===== config.mk =====
export PLATFORM = sky130hd
export DESIGN_NAME = cluster_clock_gate_ctrl
export DESIGN_NICKNAME = d
export VERILOG_FILES = /design/src/rtl/cluster_cg_pkg.sv /design/src/rtl/cg_sat_counter.sv /design/src/rtl/cluster_clock_gate_ctrl.sv
export SDC_FILE = /design/constraint.sdc
export NUM_CORES = 1
export LEC_CHECK = 0
export BUFFER_PORTS_ARGS = -buffer_cell sky130_fd_sc_hd__buf_2
export CORE_UTILIZATION = 30
export CTS_CLUSTER_DIAMETER = 80
export DETAILED_ROUTE_END_ITERATION = 8
export PLACE_DENSITY = 0.59
export SLEW_MARGIN = 20
export SYNTH_ARGS = -nofsm -noshare
export SYNTH_HDL_FRONTEND = slang
export SYNTH_SLANG_ARGS = --single-unit

===== constraint.sdc =====
create_clock -name clk_i -period 1.6 [get_ports clk_i]
set_input_delay 0.16 -clock clk_i [delete_from_list [all_inputs] [get_ports clk_i]]
set_output_delay 0.16 -clock clk_i [all_outputs]
set_load 0.01 [all_outputs]

===== src/rtl/cluster_cg_pkg.sv =====
// rtl/cluster_cg_pkg.sv - shared state encoding and default sizing for the cluster clock-gate controller
package cluster_cg_pkg;

  localparam int CG_CNT_WIDTH   = 8;
  localparam int CG_WAKE_CYCLES = 2;

  typedef enum logic [1:0] {
    RUN   = 2'd0,
    IDLE  = 2'd1,
    GATED = 2'd2,
    WAKE  = 2'd3
  } cg_state_e;

endpackage


===== src/rtl/cg_sat_counter.sv =====
// rtl/cg_sat_counter.sv - saturating event counter with synchronous clear (clear beats increment)
module cg_sat_counter #(
  parameter int WIDTH = 32
) (
  input  logic             clk_i,
  input  logic             rst_i,
  input  logic             clr_i,
  input  logic             inc_i,
  output logic [WIDTH-1:0] cnt_o
);

  logic [WIDTH-1:0] r_cnt;

  always_ff @(posedge clk_i) begin
    if (rst_i || clr_i) begin
      r_cnt <= '0;
    end else if (inc_i && (r_cnt != {WIDTH{1'b1}})) begin
      r_cnt <= r_cnt + WIDTH'(1);
    end
  end

  assign cnt_o = r_cnt;

endmodule


===== src/rtl/cluster_clock_gate_ctrl.sv =====
// rtl/cluster_clock_gate_ctrl.sv - idle-driven clock-gate enable FSM; CLK_GATE_STATS_EN adds a gated-cycle counter
module cluster_clock_gate_ctrl
  import cluster_cg_pkg::*;
#(
  parameter int CNT_WIDTH   = CG_CNT_WIDTH,
  parameter int WAKE_CYCLES = CG_WAKE_CYCLES
) (
  input  logic                 clk_i,
  input  logic                 rst_i,
  input  logic                 enable_i,
  input  logic [CNT_WIDTH-1:0] idle_thresh_i,
  input  logic                 busy_i,
  input  logic                 wake_i,
  output logic                 clk_en_o,
  output logic                 clk_gated_o,
  output logic                 ready_o,
  input  logic                 stat_clr_i,
  output logic [31:0]          gated_cycles_o
);

  localparam int WCW = $clog2(WAKE_CYCLES + 1);
  localparam logic [WCW-1:0] WAKE_LAST = WCW'(WAKE_CYCLES - 1);

  cg_state_e            r_state, w_state_nxt;
  logic [CNT_WIDTH-1:0] r_idle_cnt, w_idle_cnt_nxt;
  logic [WCW-1:0]       r_wake_cnt, w_wake_cnt_nxt;
  logic                 r_clk_en, r_gated, r_ready;
  logic                 w_idle;

  assign w_idle = enable_i & ~busy_i & ~wake_i;

  always_comb begin
    w_state_nxt    = r_state;
    w_idle_cnt_nxt = r_idle_cnt;
    w_wake_cnt_nxt = r_wake_cnt;
    case (r_state)
      RUN: begin
        if (w_idle) begin
          w_state_nxt    = IDLE;
          w_idle_cnt_nxt = '0;
        end
      end
      IDLE: begin
        // Activity wins over the threshold so a late wake never closes the gate.
        if (!w_idle) begin
          w_state_nxt    = RUN;
          w_idle_cnt_nxt = '0;
        end else if (r_idle_cnt >= idle_thresh_i) begin
          w_state_nxt = GATED;
        end else begin
          w_idle_cnt_nxt = r_idle_cnt + 1'b1;
        end
      end
      GATED: begin
        if (busy_i || wake_i || !enable_i) begin
          w_state_nxt    = WAKE;
          w_wake_cnt_nxt = '0;
        end
      end
      WAKE: begin
        if (r_wake_cnt == WAKE_LAST) begin
          w_state_nxt = RUN;
        end else begin
          w_wake_cnt_nxt = r_wake_cnt + 1'b1;
        end
      end
      default: w_state_nxt = RUN;
    endcase
  end

  // Outputs are flopped from the next state so the gating cell sees a glitch-free enable.
  always_ff @(posedge clk_i) begin
    if (rst_i) begin
      r_state    <= RUN;
      r_idle_cnt <= '0;
      r_wake_cnt <= '0;
      r_clk_en   <= 1'b1;
      r_gated    <= 1'b0;
      r_ready    <= 1'b1;
    end else begin
      r_state    <= w_state_nxt;
      r_idle_cnt <= w_idle_cnt_nxt;
      r_wake_cnt <= w_wake_cnt_nxt;
      r_clk_en   <= (w_state_nxt != GATED);
      r_gated    <= (w_state_nxt == GATED);
      r_ready    <= (w_state_nxt == RUN) || (w_state_nxt == IDLE);
    end
  end

  assign clk_en_o    = r_clk_en;
  assign clk_gated_o = r_gated;
  assign ready_o     = r_ready;

`ifdef CLK_GATE_STATS_EN
  cg_sat_counter #(.WIDTH(32)) u_stats (
    .clk_i (clk_i),
    .rst_i (rst_i),
    .clr_i (stat_clr_i),
    .inc_i (r_state == GATED),
    .cnt_o (gated_cycles_o)
  );
`else
  logic w_unused_stat_clr;
  assign w_unused_stat_clr = stat_clr_i;
  assign gated_cycles_o    = '0;
`endif

endmodule

# Yosys cells after proc, flatten, opt, wreduce, memory -nomap -nowiden
# Cells that the tools add are included.
# Widths: inputs -> output; s select.
classes:
  n_addsub: 2
  magnitude_cmp: 1
  eq_ne: 11
  n_mux: 13
  n_bitwise: 4
  reduce_logical: 10
ops:
  columns: ["operator", "n"]
  rows:
  - ["$mux 8", 3]
  - ["$pmux 8 s2", 1]
  - ["$mux 2", 7]
  - ["$add 8x1->8 const B", 1]
  - ["$ge 8x8->1", 1]
  - ["$ne 2x2->1 const B", 4]
  - ["$pmux 2 s4", 1]
  - ["$eq 2x1->1 const B", 3]
  - ["$eq 2x2->1 const B", 3]
  - ["$reduce_and 3->1", 2]
  - ["$logic_not 2->1", 2]
  - ["$pmux 2 s2", 1]
  - ["$reduce_bool 2->1", 2]
  - ["$logic_or 1x1->1", 3]
  - ["$ne 3x3->1 const B", 1]
  - ["$add 2x1->2 const B", 1]
  - ["$and 1x1->1", 2]
  - ["$not 1->1", 2]
  - ["$logic_not 1->1", 1]
totals:
  reg_bits: 15
  output_inout_bits: 35
  wordCells: 47

# Depth between registers and ports, before layout
logic_depth:
  word_depth: 7
  depth_mapped: 8
  ltp_nobuf: 7

# Worst setup path after synthesis
# No wires, ideal clock.
synth_timing:
  path_kind: "reg-to-reg"
  startpoint: "reg r_idle_cnt[5]"
  endpoint: "reg r_idle_cnt[3]"
  arrival_ns: 1.639
  t_required_ns: 1.478
  path_slack_ns: -0.160
  path_stages_with_launch: 6
  synth_period_minus_slack_ns: 1.760
  cell_sequence: "dfxtp_1 > ha_1 > a41o_1 > and4b_1 > o21ba_4 > a221o_1"
synth_via:
  elab_chain_cells: 3
synth_lines:
  columns: ["item", "line_no", "rtl"]
  rows:
  - ["start: declaration", "cluster_clock_gate_ctrl.sv:25", "logic [CNT_WIDTH-1:0] r_idle_cnt, w_idle_cnt_nxt;"]
  - ["start signal: assignment", "cluster_clock_gate_ctrl.sv:82", "r_idle_cnt <= w_idle_cnt_nxt;"]
  - ["$ge 8x8->1", "cluster_clock_gate_ctrl.sv:48", "end else if (r_idle_cnt >= idle_thresh_i) begin"]
  - ["$ne 3x3->1 (no line)", null, null]
  - ["$reduce_and 3->1 (no line)", null, null]
# No other way between the ends.
# A chain may end at the register's enable or synchronous reset.

# Worst setup path after layout
layout_timing:
  startpoint: "reg r_idle_cnt[1]"
  endpoint: "reg r_idle_cnt[3]"
layout_via:
  elab_chain_cells: 4
layout_lines:
  columns: ["item", "line_no", "rtl"]
  rows:
  - ["$add 8x1->8", "cluster_clock_gate_ctrl.sv:51", "w_idle_cnt_nxt = r_idle_cnt + 1'b1;"]
  - ["$mux 8", "cluster_clock_gate_ctrl.sv:48", null]
  - ["$mux 8", "cluster_clock_gate_ctrl.sv:45", "if (!w_idle) begin"]
  - ["$pmux 8 s2", "cluster_clock_gate_ctrl.sv:36", "case (r_state)"]
# Parallel ways exist; a longest one is shown, timed or not. The select of a mux whose other input is x is not followed.

==> metrics.md <==
| Metric | Value |
|---|---|
| Result of the run | `finished, violations left` |
| Failing checks | `negative setup slack` |
| Total I/O pin count | `between 40 and 50` |
| Cell area after synthesis | `0.001230 mm²` |
| TritonRoute pass-1 iters | `6` |
| Max Freq | `571.7 MHz` |
| Core area | `0.003799 mm²` |
| Largest net degree at the start of global routing | `10` |
| Die Wd | `around 66 µm` |
| Critical path type | `reg2reg` |
| Power Density | `491.5 mW/mm²` |
| Max_cap viols | `0` |
| Filler Cell Count | `395` |
| Syn-to-layout area delta | `32.55%` |
| Synth area leaders | `dfxtp_1 24%, buf_4 20%, ha_1 10%` |
| H-tree depth | `1` |
| Die area | `0.004360 mm²` |
| Top-count cell post-synth | `buf_4` |
| Wire per inst | `slightly above 10 µm` |
| Final hold vios | `0` |
| Clock share of power | `37.9%` |
| Final setup fails | `9` |
| GRT Util Overall | `11.82%` |
| Synth cell types | `40` |
| Die height | `66.03 µm` |
| HP Class | `in2reg` |
| Worst Hold Slack | `about 0.26 ns` |
| Initial antenna violation count | `0` |
| Worst Skew | `roughly 0.0010 ns` |
| Fin area | `between 0.0015 and 0.002 mm²` |
| Share of the synthesized area in the top cell type | `roughly 24%` |
| Layout cells sized above 1 | `around 41%` |
| GPL Wtd Cong | `between 0.7 and 0.8` |
| Sw frac | `25.49%` |
| Worst EP arrival | `1.88 ns` |
| Placed cell areas | `0.001484 mm²` |
| P_sw | `204.2 µW` |
| Comb power frac | `15.4%` |
| Aggregate global routing overflow | `0` |
| DRC viols | `0` |
| CTS tree | `yes` |
| Drt via density | `around 4.4` |
| Unrepaired setup endpoints after global routing | `true` |
| Pleak | `just under 0.0008 µW` |
| Max-slew violations | `0` |
| I/O Buffers | `15` |
| Non-filler instance count after layout | `238` |
| Synthesized instance count | `between 100 and 150` |
| Detail Route Antenna Nets | `0` |
| Warnings, synthesis | `0` |
| Placed instance count | `between 200 and 250` |
| Vias in the first global route | `~950` |
| Cell taking the most area after synthesis | `dfxtp_1` |
| Internal power | `approximately 600 µW` |
| Fin crit share | `109.3%` |
| ANT cells | `0` |
| EDFF count, synth | `0` |
| CP max FO | `6` |
| Number of buffers created by CTS | `3` |
| Clk_lat worst skew | `around 0.24 ns` |
| Multi-input logic area | `a little under 900 µm²` |
| Initial DRC Count | `47` |
| Data required, critical path | `about 1.7 ns` |
| Synthesized area per cell | `between 8 and 9 µm²` |
| Post-synthesis sequential area ratio | `roughly 24%` |
| Sequential power share | `46.7%` |
| Yosys reg bits | `15` |
| HPWL Detailed | `roughly 1800 µm` |
| Min Tclk post-route | `about 1.7 ns` |
| Sink Count | `15` |
| Critical path launch point type | `flop` |
| Worst vdd ir | `312.0 µV` |
| Starting Density | `between 30% and 40%` |
| Ys async rst share | `0%` |
| Worst Setup Slack, final | `-0.1493 ns` |
| # rows | `22` |
| Endpoint class of the critical path | `flop` |
| Clock transition at path regs | `about 0.06 ns` |
| Nets | `approximately 220` |
| CTS hold repair buffers | `0` |
| First-pass GRT wire length | `4008 µm` |
| Root buffer cell | `clkbuf_8` |
| Total power | `~800 µW` |
| CTS Buffer Depth | `2` |
| Most used flip-flop cell after synthesis | `dfxtp_1` |
| Reg area | `311.5 µm²` |
| Routed WL | `about 2400 µm` |
| Via count | `1,056` |
| Synth cell count leaders | `32 x buf_4, 15 x dfxtp_1, 11 x inv_1` |
| Post-place setup slack | `-0.1393 ns` |
layer usage:
| layer | share of wire [%] | GRT usage, % | vias to the layer above |
|---|---|---|---|
| met5 | 0 | 0 | - |
| met4 | 1.0 | 3.191 | 0 |
| met3 | 4.3 | 3.103 | 2 |
| met2 | 47 | 19.39 | 31 |
| met1 | 47 | 15.18 | 483 |
| li1 | - | - | 540 |
path summary, 6_finish.rpt:
| check | cells after the start | slack (ns) | endpoint | start |
|---|---|---|---|---|
| setup / recovery | 6 | -0.15 | r_idle_cnt[3] | r_idle_cnt[1] |
| hold / removal | 3 | 0.26 | r_state[0] | rst_i |
| setup reg to reg | 6 | -0.15 | r_idle_cnt[3] | r_idle_cnt[1] |
| hold reg to reg | 2 | 0.53 | r_wake_cnt[1] | r_wake_cnt[1] |
flip-flops by register name, summed over array words and instances, names as in the netlist:
name         cells
ready_o          1
clk_en_o         1
clk_gated_o      1
r_idle_cnt       8
r_wake_cnt       2
r_state          2
layout make-up:
class	instances	area share (%)
inverter	11	2.533
timing repair buffer	42	17.50
sequential	15	19.11
multi-input combinational	118	54.41
tap	48	3.684
clock buffer	4	2.763
kinds of logic (layout without fill, tap and decap cells):
family	after synthesis	after routing	synth area share (%)
flip-flops	15	15	24.42
AND/OR/NAND/NOR	44	44	19.63
other	1	32	0.3049
buffers and inverters	45	57	23.70
multiplexers	1	1	0.9155
adder cells (fa/ha/maj)	10	10	10.17
AO/OA/AOI/OAI	31	31	20.86
power by group through the flow:
stage | Combinational [µW] | Sequential, µW | Clock, µW
final | 123 | 374 | 304
after detailed placement | 116 | 382 | 0
after floorplan | 131 | 382 | 0
after CTS | 116 | 374 | 322
after global routing | 140 | 374 | 338
after global placement | 115 | 382 | 0
layout by cell type (no fill, tap or decap), types with 3 or more instances in the layout:
master,n
clkbuf_8,3
conb_1,32
buf_4,25
dfxtp_2,6
inv_1,10
dfxtp_1,8
buf_2,15
and3_1,4
o21ai_0,6
ha_4,5
ha_1,4
nor2b_1,4
a221o_1,4
nor2_1,8
nand2_1,10
critical path, cell delays in order, from the launching register on:
cell and delay [ns]:
dfxtp_2 0.33, ha_4 0.16, nor4_4 0.28, o21ai_2 0.11, and4b_1 0.22, o21ba_4 0.22, a221o_1 0.31
stage by stage:
stage          TNS, ns  util, %
2_1_floorplan  -0.3347        -
3_3_place_gp    -1.296    39.06
3_5_place_dp    -1.317    39.06
4_1_cts         -1.205    40.48
5_1_grt         -1.591    42.92
6_report       -0.9477    42.92
repair_timing:
item / CTS / global route
setup buffers: 0 / 2
resized for setup: 3 / 17
gates cloned: 0 / 0
endpoints found under the setup margin: 11 / 12
pin swaps: 2 / 10
Note: power is estimated with default switching activity, not from simulation.
